--- config.mk ---
export PLATFORM = sky130hd
export DESIGN_NAME = hazard_ctrl
export DESIGN_NICKNAME = d
export VERILOG_FILES = /design/src/rtl/hazard_ctrl_pkg.sv /design/src/rtl/hazard_ctrl_match.sv /design/src/rtl/hazard_ctrl.sv
export SDC_FILE = /design/constraint.sdc
export NUM_CORES = 1
export LEC_CHECK = 0
export CAP_MARGIN = 20
export CORE_AREA = 2 2 67 69
export CTS_BUF_LIST = sky130_fd_sc_hd__clkbuf_4 sky130_fd_sc_hd__clkbuf_8 sky130_fd_sc_hd__clkbuf_16
export DETAILED_ROUTE_END_ITERATION = 8
export DIE_AREA = 0 0 69 71
export HOLD_SLACK_MARGIN = 0.08
export PLACE_DENSITY = 0.71
export SLEW_MARGIN = 5
export SYNTH_ARGS = -nofsm -noshare
export SYNTH_HDL_FRONTEND = slang
export SYNTH_SLANG_ARGS = --single-unit
--- constraint.sdc ---
create_clock -name iClk -period 3.5 [get_ports iClk]
set_clock_uncertainty 0.1 [all_clocks]
set_input_delay 0.525 -clock iClk [delete_from_list [all_inputs] [get_ports iClk]]
set_output_delay 0.525 -clock iClk [all_outputs]
set_load 0.02 [all_outputs]
--- src/rtl/hazard_ctrl_pkg.sv ---
// hazard_ctrl_pkg: scoreboard slot and FSM state types shared by the hazard controller
// HZ_AW is the widest register address a slot can hold; narrower addresses are zero-extended.
package hazard_ctrl_pkg;
  localparam int HZ_AW = 8;
  typedef struct packed {
    logic             valid;
    logic [HZ_AW-1:0] rd;
    logic             we;
    logic             load;
    logic [HZ_AW-1:0] rs1;
    logic [HZ_AW-1:0] rs2;
    logic             use1;
    logic             use2;
  } hz_slot_t;
  typedef enum logic [1:0] {RUN, LDSTALL, MEMWAIT} hz_state_e;
endpackage

--- src/rtl/hazard_ctrl_match.sv ---
// hz_match: producer-slot vs source-address comparator with x0 masking
// Ports: i_use (source is read), i_valid/i_we/i_rd (producer slot), i_rs (source address), o_match.
module hz_match #(
  parameter int W = 8
) (
  input  logic         i_use,
  input  logic         i_valid,
  input  logic         i_we,
  input  logic [W-1:0] i_rd,
  input  logic [W-1:0] i_rs,
  output logic         o_match
);
  assign o_match = i_use & i_valid & i_we & (i_rd == i_rs) & (|i_rs);
endmodule

--- src/rtl/hazard_ctrl.sv ---
// hazard_ctrl: forwarding, load-use stall, memory-wait freeze and branch flush for the 5-stage RV32 pipe
// Ports: iClk/nRst clock and async active-low reset; iEn global enable; iId* describe the ID instruction;
//        iExBranchTaken taken-branch pulse; iMemBusy data-memory wait; oStallFront/oBubble/oStallBack/oFlush
//        pipeline control; oFwExSn_en / oFwMeSn_en select EX operand n from EX/MEM or MEM/WB.
module hazard_ctrl
  import hazard_ctrl_pkg::*;
#(
  parameter int RegAddrW = 5
) (
  input  logic                iClk,
  input  logic                nRst,
  input  logic                iEn,
  input  logic                iIdValid,
  input  logic [RegAddrW-1:0] iIdRs1,
  input  logic [RegAddrW-1:0] iIdRs2,
  input  logic                iIdUsesRs1,
  input  logic                iIdUsesRs2,
  input  logic [RegAddrW-1:0] iIdRd,
  input  logic                iIdRdWe,
  input  logic                iIdLoad,
  input  logic                iExBranchTaken,
  input  logic                iMemBusy,
  output logic                oStallFront,
  output logic                oBubble,
  output logic                oStallBack,
  output logic                oFlush,
  output logic                oFwExS1_en,
  output logic                oFwExS2_en,
  output logic                oFwMeS1_en,
  output logic                oFwMeS2_en
);
  hz_slot_t  r_ex, r_mem, r_wb, w_id;
  hz_state_e r_state, w_state;
  logic      r_pend, w_pend;
  logic      w_hold, w_lu, w_lu1, w_lu2;
  logic      w_ex1, w_ex2, w_me1, w_me2;
  logic      w_sf, w_bub, w_sb, w_fl;
  assign w_id = '{valid: 1'b1, rd: HZ_AW'(iIdRd), we: iIdRdWe, load: iIdLoad,
                  rs1: HZ_AW'(iIdRs1), rs2: HZ_AW'(iIdRs2), use1: iIdUsesRs1, use2: iIdUsesRs2};
  hz_match #(.W(HZ_AW)) u_ex1 (.i_use(r_ex.use1), .i_valid(r_mem.valid), .i_we(r_mem.we),
                               .i_rd(r_mem.rd), .i_rs(r_ex.rs1), .o_match(w_ex1));
  hz_match #(.W(HZ_AW)) u_ex2 (.i_use(r_ex.use2), .i_valid(r_mem.valid), .i_we(r_mem.we),
                               .i_rd(r_mem.rd), .i_rs(r_ex.rs2), .o_match(w_ex2));
  hz_match #(.W(HZ_AW)) u_me1 (.i_use(r_ex.use1), .i_valid(r_wb.valid), .i_we(r_wb.we),
                               .i_rd(r_wb.rd), .i_rs(r_ex.rs1), .o_match(w_me1));
  hz_match #(.W(HZ_AW)) u_me2 (.i_use(r_ex.use2), .i_valid(r_wb.valid), .i_we(r_wb.we),
                               .i_rd(r_wb.rd), .i_rs(r_ex.rs2), .o_match(w_me2));
  hz_match #(.W(HZ_AW)) u_lu1 (.i_use(iIdUsesRs1), .i_valid(r_ex.valid), .i_we(r_ex.we),
                               .i_rd(r_ex.rd), .i_rs(w_id.rs1), .o_match(w_lu1));
  hz_match #(.W(HZ_AW)) u_lu2 (.i_use(iIdUsesRs2), .i_valid(r_ex.valid), .i_we(r_ex.we),
                               .i_rd(r_ex.rd), .i_rs(w_id.rs2), .o_match(w_lu2));
  assign oFwExS1_en = w_ex1;
  assign oFwExS2_en = w_ex2;
  assign oFwMeS1_en = w_me1 & !w_ex1;
  assign oFwMeS2_en = w_me2 & !w_ex2;
  assign w_hold = iMemBusy | !iEn;
  assign w_lu   = iIdValid & r_ex.load & (w_lu1 | w_lu2);
  // Memory wait outranks flush, which outranks load-use. In LDSTALL the load has already moved
  // past EX, so a second bubble is never issued from that state.
  always_comb begin
    w_state = RUN;
    w_pend  = 1'b0;
    w_sf    = 1'b0;
    w_sb    = 1'b0;
    w_bub   = 1'b0;
    w_fl    = 1'b0;
    if (w_hold) begin
      w_state = MEMWAIT;
      w_pend  = r_pend | iExBranchTaken;
      w_sf    = 1'b1;
      w_sb    = 1'b1;
    end else if (iExBranchTaken | r_pend) begin
      w_fl = 1'b1;
    end else if (w_lu && r_state != LDSTALL) begin
      w_state = LDSTALL;
      w_sf    = 1'b1;
      w_bub   = 1'b1;
    end
  end
  // Control outputs are forced low while reset is asserted, independent of the clock.
  assign oStallFront = nRst & w_sf;
  assign oStallBack  = nRst & w_sb;
  assign oBubble     = nRst & w_bub;
  assign oFlush      = nRst & w_fl;
  always_ff @(posedge iClk or negedge nRst) begin
    if (!nRst) begin
      r_state <= RUN;
      r_pend  <= 1'b0;
      r_ex    <= '0;
      r_mem   <= '0;
      r_wb    <= '0;
    end else begin
      r_state <= w_state;
      r_pend  <= w_pend;
      if (!w_sb) begin
        r_wb  <= r_mem;
        r_mem <= r_ex;
        r_ex  <= (iIdValid & !w_bub & !w_fl) ? w_id : '0;
      end
    end
  end
endmodule

==> impl_results.md <==
- Run status: completed
- CP Launch Point: iExBranchTaken
- Final slew viol count: 0
- Total power: approximately 0.99 mW
- Main combinational cell family by area after synthesis: simple AND/OR/NAND/NOR gates
- Vias in the first global route: between 1500 and 2000
- Die width: a little under 70 um
- Final setup slack of the worst path: between 200 and 250 ps
- Worst Setup Start Kind: primary input
- Ys async rst share: 100%
- DP HPWL: about 3.2 mm
- Post-synthesis mux area share: 0%
- Core area: about 4200 um^2
- Worst R2R Start: r_pend
- Xor and xnor area share after synthesis: about an eighth
- Net Sw Frac: between 20% and 30%
- Area delta synth->final: 25.9%
- Hold Path Stages: 2
- Initial Util: about 45%
- Later-pin clock latency in the skew report: roughly 290 ps
- Synth Net Count: approximately 250
- Req. time, crit path: 2870 ps
- Die area: between 4000 and 5000 um^2
- Layout cells sized above 1: under 10%
- PostCTS Resize Cnt: 0
- Final std cells w/o fill: 306
- Row count: 24
- Vias: between 1500 and 2000
- Share of the synthesized area in the top cell type: around half
- CTS tree: done
- Leakage: approximately 1.1 nW
- Syn avg cell area: between 8 and 9 um^2
- Reg2Reg Depth: 6
- HP Class: flip-flop to flip-flop
- Worst-case clock buffer depth: 2
- Clock transition at path regs: 80 ps
- Most frequent CP cell: clkdlybuf4s50_1
- RSZ-0062 raised after global routing: no
- Flop pwr share: around 48%
- CP max-delay cell: clkdlybuf4s50_1
- Diodes inserted: 0
- Count of state elements after synthesis: 37
- Simple logic cell fraction of the synthesized area: between 20% and 30%
- Setup TNS: 0 ps
- Ports: 33
- Worst min-delay path startpoint: r_ex[18]
- Post-Place Cells: roughly 300
- Peak supply drop: ~220 uV
- Largest stage delay on the critical path: between 500 and 600 ps
- Die H: ~71 um
- Worst Tran Pin Value: ~360 ps
- Initial antenna violation count: 0
- Area contributors post-synth: dfrtp_1 (48%), nand2_1 (12%), xnor2_1 (8.2%)
- Num CTS Buffers: 5
- Synthesis warning total: 0
- Power Dens Cells: a little over 400 nW/um^2
- Slew headroom: between 70% and 80%
- Tcrit/Tclk final: roughly 94%
- Synth area leader: dfrtp_1
- Fin. Hold Viols: 0
- Switching Power: 0.242 mW
- Crit-path cells: clkdlybuf4s50_1 > nor3b_2 > nand3_1 > or4_4 > nand2_2 > o21a_1 > clkdlybuf4s50_1
- First-pass GRT wire length: between 7 and 8 mm
- Pre-CTS WS: ~210 ps
- DRT iter0 DRCs: between 80 and 90
- Via density: between 5 and 6
- Drt first pass iters: 4
- Post-synth EDFFs: 0
- Htree depth: 2
- CP Max Fanout: 3
- Synth cell types: 28
- Setup-failing EPs final: 0
- Synth Area in Compound Gates: between 7 and 8%
- Gate power share: between 10% and 20%
- FMAX: 304 MHz
- Sequential area share after synthesis: roughly half
- Routed wire per std cell: about 14 um
- Grt ovf: 0
- Gpl congestion: around 0.90
- Crit path kind: primary input to output port
- CTS root buffer: clkbuf_8
- Crit path DAT: between 2000 and 3000 ps
- Largest net degree at the start of global routing: 37
- Mapped Area: 1910 um^2
- Clk network pwr share: about two fifths
- Hold Path End: r_ex[18]
- Setup crit end kind: output port
- Port bufs: 32
- Layout Nets: between 200 and 300
- Worst r2r dst: r_ex[24]
- Drt total wl: about 4.4 mm
- Reg2reg setup slack: around 1500 ps
- Adder-cell share of the synthesized area: 0%
- Min Tclk post-route: between 3000 and 4000 ps
- Clk sink count: 37
- Mapped Cells: 220
- Antenna viol nets, final: 0
- Residual DRC count: 0
- Max Cap Viol: 0
- P_int: 0.750 mW
- Main synth FF type: dfrtp_1
- Total GRT Usage: roughly a fifth
[sequential cells by signal, summed over array words and instances, names as in the netlist]
signal and flops:
r_state 2, r_mem 7, r_ex 20, r_pend 1, r_wb 7
[placed cells by master (no fill, tap or decap), types with 2 or more instances in the layout]
cell	count
a21oi_1	4
nor3_1	2
xnor2_1	18
or4_1	4
nand4_1	4
nand2b_1	3
xor2_1	10
nor4_1	4
nor2_1	3
buf_4	5
nand3_1	24
clkbuf_8	6
o21ai_1	21
or4_4	2
dfrtp_1	37
nand2_1	62
clkdlybuf4s50_1	31
[worst max-delay path by stage]
stage	end	depth (start not counted)
2_1_floorplan	oStallFront	6
4_1_cts	oStallFront	7
3_3_place_gp	oBubble	6
5_1_grt	oStallFront	7
3_5_place_dp	oStallFront	7
6_report	oStallFront	7
[cell usage after synthesis (all sizes together) (2+ instances only)]
| library cell | instances |
|---|---|
| xnor2 | 18 |
| nand2 | 63 |
| xor2 | 10 |
| nand2b | 3 |
| nand3 | 24 |
| dfrtp | 37 |
| buf | 4 |
| clkbuf | 8 |
| nor4 | 4 |
| o21ai | 22 |
| a21oi | 4 |
| inv | 2 |
| nand4 | 4 |
| nor2 | 3 |
| or4 | 6 |
| nor3 | 2 |
[critical path, delay by kind of cell]
family                 cells  cell delay [ps]
AND/OR/NAND/NOR            4             1000
AO/OA/AOI/OAI              1              110
buffers and inverters      2             1020
[power groups by stage]
stage / sequential, mW / clock, mW / combinational, mW
after floorplan: 0.477 / 0 / 0.0748
after global placement: 0.484 / 0 / 0.130
after detailed placement: 0.485 / 0 / 0.132
after CTS: 0.477 / 0.388 / 0.134
after global routing: 0.481 / 0.413 / 0.151
final: 0.477 / 0.382 / 0.133
[repair_timing]
action                                 CTS  global route
endpoints found under the hold margin   11             0
hold buffers                             1             0
buffers inserted                         0             0
[per-stage QoR]
step	hold slack [ps]	cell area (um^2)	util (%)
after CTS	391	2410	57.2
after global routing	435	2410	57.2
after detailed placement	331	2280	54.1
after floorplan	129	1910	-
after global placement	330	2280	54.1
final	393	2410	57.2
[cells by family after synthesis]
family	Yosys count
compound gates	28
xor+xnor	28
buf+inv	14
flops	37
simple gates	113
[cell type report]
type / instances / area, um^2
Clock buffer: 6 / 82.6
Clock inverter: 2 / 37.5
Fill cell: 390 / 1800
Inverter: 2 / 7.51
Multi-Input combinational cell: 169 / 925
Sequential cell: 37 / 926
Tap cell: 52 / 65.1
Timing Repair Buffer: 38 / 363
[per-layer routing]
layer / share of wire (%) / vias to the layer above / global-route usage, %
met2: 48 / 48 / 31.0
met4: 0.91 / 0 / 6.97
met5: 0 / - / 0
met3: 4.1 / 4 / 3.42
met1: 47 / 773 / 29.2
li1: - / 804 / -
Power figures use the tool's default switching activity.
